[src/rtl/simd_shift_sequencer.sv]
// Multi-cycle per-lane SIMD shifter. It applies one 1-bit shift per cycle to every lane.
// The request handshake is IDLE -> SHIFT -> DONE, and the result is held until the consumer accepts it.
module simd_shift_sequencer #(
  parameter int unsigned LANE_W = 4,
  parameter int unsigned LANES  = 16
) (
  input  logic                      clk,
  input  logic                      rst,
  input  logic                      in_valid,
  output logic                      in_ready,
  input  logic [LANES*LANE_W-1:0]   in_data,
  input  logic [1:0]                in_mode,
  input  logic [1:0]                in_amt,
  output logic                      out_valid,
  input  logic                      out_ready,
  output logic [LANES*LANE_W-1:0]   out_data,
  output logic                      busy
);

  localparam int unsigned DATA_W = LANES * LANE_W;
  localparam int unsigned AMT_W  = 2;

  localparam logic [1:0] MODE_PASS = 2'b00;
  localparam logic [1:0] MODE_SLL  = 2'b01;
  localparam logic [1:0] MODE_SRL  = 2'b10;
  localparam logic [1:0] MODE_SRA  = 2'b11;

  typedef enum logic [1:0] {
    IDLE  = 2'd0,
    SHIFT = 2'd1,
    DONE  = 2'd2
  } state_t;

  state_t              state;
  state_t              state_nxt;
  logic [AMT_W-1:0]    count;
  logic [1:0]          mode_q;
  logic [DATA_W-1:0]   work;
  logic [DATA_W-1:0]   work_step;
  logic                accept;
  logic                direct;

  assign accept = in_valid && (state == IDLE);
  assign direct = (in_mode == MODE_PASS) || (in_amt == AMT_W'(0));

  // State register
  always_ff @(posedge clk or posedge rst) begin
    if (rst) state <= IDLE;
    else     state <= state_nxt;
  end

  // Next-state logic
  always_comb begin
    state_nxt = state;
    case (state)
      IDLE:    if (accept) state_nxt = direct ? DONE : SHIFT;
      SHIFT:   if (count == AMT_W'(1)) state_nxt = DONE;
      DONE:    if (out_ready) state_nxt = IDLE;
      default: state_nxt = IDLE;
    endcase
  end

  // Output decode of the registered state
  always_comb begin
    in_ready  = 1'b0;
    out_valid = 1'b0;
    busy      = 1'b1;
    case (state)
      IDLE:    begin in_ready = 1'b1; busy = 1'b0; end
      DONE:    out_valid = 1'b1;
      default: ;
    endcase
  end

  // One 1-bit shift per lane; the shifted-out bit never crosses a lane boundary
  always_comb begin
    work_step = work;
    for (int i = 0; i < int'(LANES); i++) begin
      case (mode_q)
        MODE_SLL: work_step[i*LANE_W +: LANE_W] = {work[i*LANE_W +: LANE_W-1], 1'b0};
        MODE_SRL: work_step[i*LANE_W +: LANE_W] = {1'b0, work[i*LANE_W+1 +: LANE_W-1]};
        MODE_SRA: work_step[i*LANE_W +: LANE_W] =
                    {work[i*LANE_W+LANE_W-1], work[i*LANE_W+1 +: LANE_W-1]};
        default:  work_step[i*LANE_W +: LANE_W] = work[i*LANE_W +: LANE_W];
      endcase
    end
  end

  // Working register, shift count and captured mode
  always_ff @(posedge clk or posedge rst) begin
    if (rst) begin
      work   <= '0;
      count  <= '0;
      mode_q <= MODE_PASS;
    end else begin
      case (state)
        IDLE: if (accept) begin
          work   <= in_data;
          mode_q <= in_mode;
          count  <= direct ? AMT_W'(0) : in_amt;
        end
        SHIFT: begin
          work  <= work_step;
          count <= count - AMT_W'(1);
        end
        default: ;
      endcase
    end
  end

  assign out_data = work;

endmodule

[config.mk]
export PLATFORM = sky130hd
export DESIGN_NAME = simd_shift_sequencer
export DESIGN_NICKNAME = d
export VERILOG_FILES = /design/src/rtl/simd_shift_sequencer.sv
export SDC_FILE = /design/constraint.sdc
export NUM_CORES = 1
export LEC_CHECK = 0
export ABC_CLOCK_PERIOD_IN_PS = 5300
export BUFFER_PORTS_ARGS = -buffer_cell sky130_fd_sc_hd__buf_2
export CORE_UTILIZATION = 25
export CTS_BUF_LIST = sky130_fd_sc_hd__clkbuf_8 sky130_fd_sc_hd__clkbuf_16
export DETAILED_ROUTE_END_ITERATION = 10
export PLACE_DENSITY_LB_ADDON = 0.1
export SYNTH_ARGS = -nofsm -noshare
export SYNTH_HDL_FRONTEND = slang
export SYNTH_SLANG_ARGS = --single-unit
[constraint.sdc]
create_clock -name clk -period 5.3 [get_ports clk]
set_clock_uncertainty 0.05 [all_clocks]
set_input_delay 0.53 -clock clk [delete_from_list [all_inputs] [get_ports clk]]
set_output_delay 0.53 -clock clk [all_outputs]
set_load 0.02 [all_outputs]
# Word level (Yosys, flattened, before mapping)
# Cells that the tools add are included.
[totals]
out_inout_bits = 67
reg_bits = 70
[classes]
muxes = 29
reduce_logical = 11
add_sub_neg = 1
eq_ne = 12
[ops]
columns = ["cell", "n"]
rows = [
  ["one-hot mux 4 bit (3 select lines)", 16],
  ["one-hot mux 64 bit (2 select lines)", 1],
  ["two-way mux 64 bit", 1],
  ["two-way mux 2 bit", 6],
  ["inequality test 2 bit (second input constant)", 4],
  ["== test 2 x 1 -> 1 bit (second input constant)", 3],
  ["== test 2 bit (second input constant)", 3],
  ["zero test 2 bit", 3],
  ["one-hot mux 2 bit (3 select lines)", 1],
  ["AND reduction 3 bit", 2],
  ["inequality test 4 bit (second input constant)", 1],
  ["one-hot mux 2 bit (2 select lines)", 1],
  ["AND reduction 2 bit", 2],
  ["AND reduction 4 bit", 1],
  ["two-way mux 1 bit", 3],
  ["inequality test 3 bit (second input constant)", 1],
  ["nonzero test 2 bit", 1],
  ["subtractor 2 x 1 -> 2 bit (second input constant)", 1],
  ["logical AND 1 bit", 1],
  ["logical OR 1 bit", 1],
]

# Depth between registers and ports, before layout
[depth]
word_depth = 5
mapped_depth = 8
ltp_nobuf = 6

# Worst setup path after synthesis
# No wires, ideal clock.
[synth_timing]
path_type = "register to register"
from = "register mode_q[1]"
to = "register work[31], in the netlist out_data[31]"
arrival_ns = 1.805
slack_ns = 3.317
path_stages_with_launch = 8
t_required_ns = 5.122
setup_time_ns = 0.128
path_cell_list = "dfrtp_1 -> buf_2 -> inv_1 -> ha_1 -> o211ai_4 -> a21oi_4 -> buf_6 -> mux2_1"
[synth_via]
elab_chain_len = 3
elab_cells_between_ends = 8
classes_between = "eq/ne (5); mux (2); reduce/logical (1)"
[synth_rtl]
columns = ["item", "line_no", "source"]
rows = [
  ["from (decl)", "37", "logic [1:0] mode_q;"],
  ["from (signal assigned)", "99", "mode_q <= in_mode;"],
  ["== test 2 bit or == test 2 x 1 -> 1 bit (tied branches)", "79", "case (mode_q)"],
  ["one-hot mux 4 bit (3 select lines), or another cell as far along", "79", ""],
  ["one-hot mux 64 bit (2 select lines) or AND reduction 4 bit (tied branches)", "-", ""],
  ["to (signal assigned)", "98", "work <= in_data;"],
  ["to (signal assigned)", "103", "work <= work_step;"],
  ["to (decl)", "38", "logic [DATA_W-1:0] work;"],
]
# Several ways; a longest one is shown, not always the timed one.
# A chain may end at the register's enable or synchronous reset.

# Worst setup path after layout
[layout_timing]
from = "register mode_q[1]"
to = "register work[37], in the netlist out_data[37]"
[layout_via]
elab_chain_len = 3
elab_cells_between_ends = 7
classes_between = "eq/ne (4); mux (2); reduce/logical (1)"
[layout_rtl]
columns = ["item", "line_no"]
rows = [
  ["== test 2 bit or == test 2 x 1 -> 1 bit (tied branches)", "79"],
  ["one-hot mux 4 bit (3 select lines) or inequality test 4 bit (tied branches)", "-"],
  ["one-hot mux 64 bit (2 select lines) or AND reduction 3 bit (tied branches)", "-"],
]
# Several ways; a longest one is shown, not always the timed one.

==> out/metrics.sh <==
TIMING.CRITICAL_PATH.REQUIRED_NS=5.51
PERIOD_MINUS_SLACK_NS=2.91
DESIGN.PORTCOUNT=139
ANTENNA_FOUND_INITIAL=1
MAX-CAP-VIOLATIONS=0
SYNTH_FP_NETS=487
PERIOD_SHARE_PCT=55.0
WIRELENGTH_UM=12700
POST_CTS_REPAIR_SETUP_BUFFERS=0
HPWL_UM=8770
WORSTPATHMAXFANOUT=31
GRT_MAX_DEGREE=94
CRITICAL_PATH_END_TYPE='register'
VIAS=3491
WIRE_LENGTH_OF_THE_FIRST_GLOBAL_ROUTING_PASS_UM=20100
P_LEAK_nW=2.31
MAX_SLEW.WORST_PIN.SLEW_NS=1.09
WORSTHOLDPATHTYPE='in2async'
POST_SYNTHESIS_SEQUENTIAL_AREA_RATIO_PCT=46.3
REPORT.POWER.TOTAL_mW=3.68
NETLIST.TOP_CELL.BY_AREA='sky130_fd_sc_hd__dfrtp_1'
BUFFER_PORTS.INSERTED=138
CLOCK_TREE.HTREE_LEVEL_COUNT=3
COREAREA_UM2=14600
FP-ROW-COUNT=44
CRITPATHKIND='reg2reg'
CLKSINKCOUNT=70
POST_CTS.RESIZED_INSTANCES=0
CELL_CLASS_CONTRIBUTING_THE_BIGGEST_SHARE_OF_WORST_PATH_DELAY='compound AO/OA/AOI/OAI gates'
PLACED_AREA_UM2=4570
INITIALDRTVIOLATIONCOUNT=201
INITIAL_CORE_UTIL_PCT=25.9
DRC=10
MAX_STAGE_DELAY_NS=0.98
CRITPATHLAUNCH='mode_q[1]$_DFFE_PP0P_'
FLOORPLAN.DIE.HEIGHT_UM=125
POWER.DENSITY_CELL_AREA_nW_PER_UM2=757
WARNINGS_SYNTHESIS=0
COUNT_OF_UNIQUE_LIBRARY_CELLS_INSTANTIATED_BY_YOSYS=38
RUN_STATUS='finished with violations'
DRT_PASS1_ITERATIONS=9
SETUP-VIOLATIONS-FINAL=0
SYNTH_TOP_CELLS_BY_AREA='sky130_fd_sc_hd__dfrtp_1 46%, sky130_fd_sc_hd__a21oi_1 6.7%, sky130_fd_sc_hd__o21ai_0 5.7%'
FLOORPLAN.DIE_AREA_UM2=15600
YOSYS_REGISTER_BITS=70
WORSTREG2REGSTART='mode_q[1]$_DFFE_PP0P_'
WORST_SKEW_LATE_LATENCY_NS=0.34
FINAL_CELL_MIX='138 x sky130_fd_sc_hd__buf_2, 70 x sky130_fd_sc_hd__dfrtp_1, 55 x sky130_fd_sc_hd__nor2_1'
SETUP_TOTAL_NEGATIVE_SLACK_NS=0
CLK_TRANSITION_REPORTED_PATHS_NS=0.06
GRT.OVERFLOW.TOTAL=0
NETLIST_AREA_UM2=3790
CRITICAL_PATH.MOST_COMMON_CELL='sky130_fd_sc_hd__o21ai_0'
CTS_HOLD_BUFFERS=0
SYNTH_TOP_CELL_AREA_SHARE_PCT=46.3
FINAL_LAYOUT_SIZE_SUFFIX_GT1_SHARE_PCT=33.8
VIASPERCELL=4.84
DETAIL-ROUTE-ANTENNA-NETS=0
FINAL_HOLD_VIOL_COUNT=0
GRT_SETUP_UNREPAIRED='no'
POST_SYNTH_INST_COUNT=409
CP.BUFFERS_INVERTERS=0
TRITONCTS='yes'
DIE-WIDTH_UM=125
CTS_MAX_PATH_BUFFERS=2
DETAIL_ROUTE.WL_PER_CELL_UM=17.6
GRT_USAGE_PCT=16.8
FILLER_CELL_COUNT=1575
DRV_SLEW=0
RELSLEWSLACK_PCT=27.6
FMAX_MHz=343
PATH_CELLS='ha_1 -> nand2_1 -> o21a_1 -> o21ai_0 -> o21ai_0'
VIOLATIONS_IN_THE_FINAL_REPORTS='DRC'
GLOBAL_PLACER_S_FINAL_WEIGHTED_CONGESTION=0.810
FIRST_GLOBAL_VIAS=3530
CLOCK_TREE.ROOT_CELL='sky130_fd_sc_hd__clkbuf_16'
CRIT_SLOWEST_CELL='sky130_fd_sc_hd__dfrtp_1'
FIN_AREA_UM2=4860
PEAKVDDDROP_V=0.000290
MOSTFREQUENTLAYOUTCELL='sky130_fd_sc_hd__buf_2'
SYNTHTOLAYOUTAREAGROWTH_PCT=28.4
DESIGN.FINAL.NETS=609
CTS_MADE_BUFFERS=9
SYN-MEAN-INSTANCE-AREA_UM2=9.26
WORSTPATHARRIVAL_NS=3.12
WORSTSETUPSTARTPOINTTYPE='register'
[cell type report]
type,count,area (µm²),share of cell area [%]
clock inverter,4,21.3,0.437
antenna,1,2.50,0.0515
tap,184,230,4.73
sequential,70,1750,36.0
inverter,8,30.0,0.617
multi-input combinational,301,1850,38.0
timing repair buffer,141,713,14.7
clock buffer,12,267,5.48
[metrics by stage]
stage | hold WS [ns] | std cells | setup WS (ns) | utilization (%)
2_1_floorplan | 0.432 | 409 | 2.95 | -
3_3_place_gp | 0.435 | 704 | 2.43 | 31.2
3_5_place_dp | 0.444 | 704 | 2.35 | 31.2
4_1_cts | 0.124 | 720 | 2.32 | 33.2
5_1_grt | 0.146 | 721 | 2.05 | 33.2
6_report | 0.115 | 721 | 2.39 | 33.2
[report_power, final]
part / switching, mW / total [mW] / internal, mW
Sequential: 0.364 / 1.18 / 0.816
Combinational: 1.20 / 1.91 / 0.711
Clock: 0.240 / 0.592 / 0.352
Total: 1.80 / 3.68 / 1.88
[cells by family after synthesis]
| group | Yosys count | share of synthesized area [%] |
|---|---|---|
| flip-flops | 70 | 46.3 |
| adder cells (fa/ha/maj) | 6 | 1.98 |
| AND/OR/NAND/NOR | 127 | 14.9 |
| multiplexers | 29 | 8.85 |
| AO/OA/AOI/OAI | 139 | 22.7 |
| buffers and inverters | 38 | 5.25 |
[state kept, by name (all words and copies together) (netlist names)]
register / flops
count: 2
mode_q: 2
state: 2
out_data: 64
[worst paths after layout]
| path | endpoint | slack, ns | cells after the start |
|---|---|---|---|
| min reg2reg | out_data[52]$_DFFE_PP0P_ | 0.45 | 2 |
| max reg2reg | out_data[37]$_DFFE_PP0P_ | 2.39 | 5 |
| max in group asynchronous | out_data[50]$_DFFE_PP0P_ | 3.98 | 3 |
| min | out_data[39]$_DFFE_PP0P_ | 0.12 | 2 |
| max | out_data[37]$_DFFE_PP0P_ | 2.39 | 5 |
| min in group clk | out_data[40]$_DFFE_PP0P_ | 0.40 | 3 |
[synthesized netlist by cell type]
master / instances
sky130_fd_sc_hd__dfrtp_1: 70
sky130_fd_sc_hd__nand2b_4: 1
sky130_fd_sc_hd__o21ba_2: 1
sky130_fd_sc_hd__a221oi_1: 20
sky130_fd_sc_hd__o22ai_1: 1
sky130_fd_sc_hd__o21ai_0: 43
sky130_fd_sc_hd__o22a_1: 2
sky130_fd_sc_hd__mux2_4: 6
sky130_fd_sc_hd__nor3_1: 1
sky130_fd_sc_hd__or2_2: 1
sky130_fd_sc_hd__or3_1: 10
sky130_fd_sc_hd__buf_2: 15
sky130_fd_sc_hd__a21oi_4: 1
sky130_fd_sc_hd__nor2_2: 1
sky130_fd_sc_hd__inv_1: 7
sky130_fd_sc_hd__nor2b_4: 1
sky130_fd_sc_hd__mux2_1: 4
sky130_fd_sc_hd__a2bb2oi_1: 1
sky130_fd_sc_hd__or2_1: 1
sky130_fd_sc_hd__and3_1: 7
sky130_fd_sc_hd__o21ai_1: 5
sky130_fd_sc_hd__inv_2: 1
sky130_fd_sc_hd__and2b_1: 1
sky130_fd_sc_hd__clkbuf_1: 10
sky130_fd_sc_hd__o21a_1: 1
sky130_fd_sc_hd__a22o_1: 10
sky130_fd_sc_hd__buf_6: 5
sky130_fd_sc_hd__o211ai_4: 1
sky130_fd_sc_hd__mux2i_1: 11
sky130_fd_sc_hd__nor2b_1: 3
sky130_fd_sc_hd__nor3_2: 1
sky130_fd_sc_hd__nand2_1: 44
sky130_fd_sc_hd__a211oi_1: 1
sky130_fd_sc_hd__ha_1: 6
sky130_fd_sc_hd__nor2_1: 55
sky130_fd_sc_hd__a21oi_1: 51
sky130_fd_sc_hd__mux2_2: 8
sky130_fd_sc_hd__a22oi_1: 1
[metal layers]
metal  vias to the layer above  share of wire (%)  global-route usage (%)
met1                      1679                 49                    24.0
met4                         0                1.1                    5.60
met2                       100                 45                    24.7
li1                       1700                  -                       -
met3                        12                5.6                    3.98
met5                         -                  0                       0
[worst register-to-register path, delay by kind of cell (launching register included)]
kind                     cells  cell delay (ns)
AND/OR/NAND/NOR              1             0.12
AO/OA/AOI/OAI                3             1.29
flip-flops                   1             0.98
adder cells (fa/ha/maj)      1             0.38
Note: power is estimated with default switching activity, not from simulation.
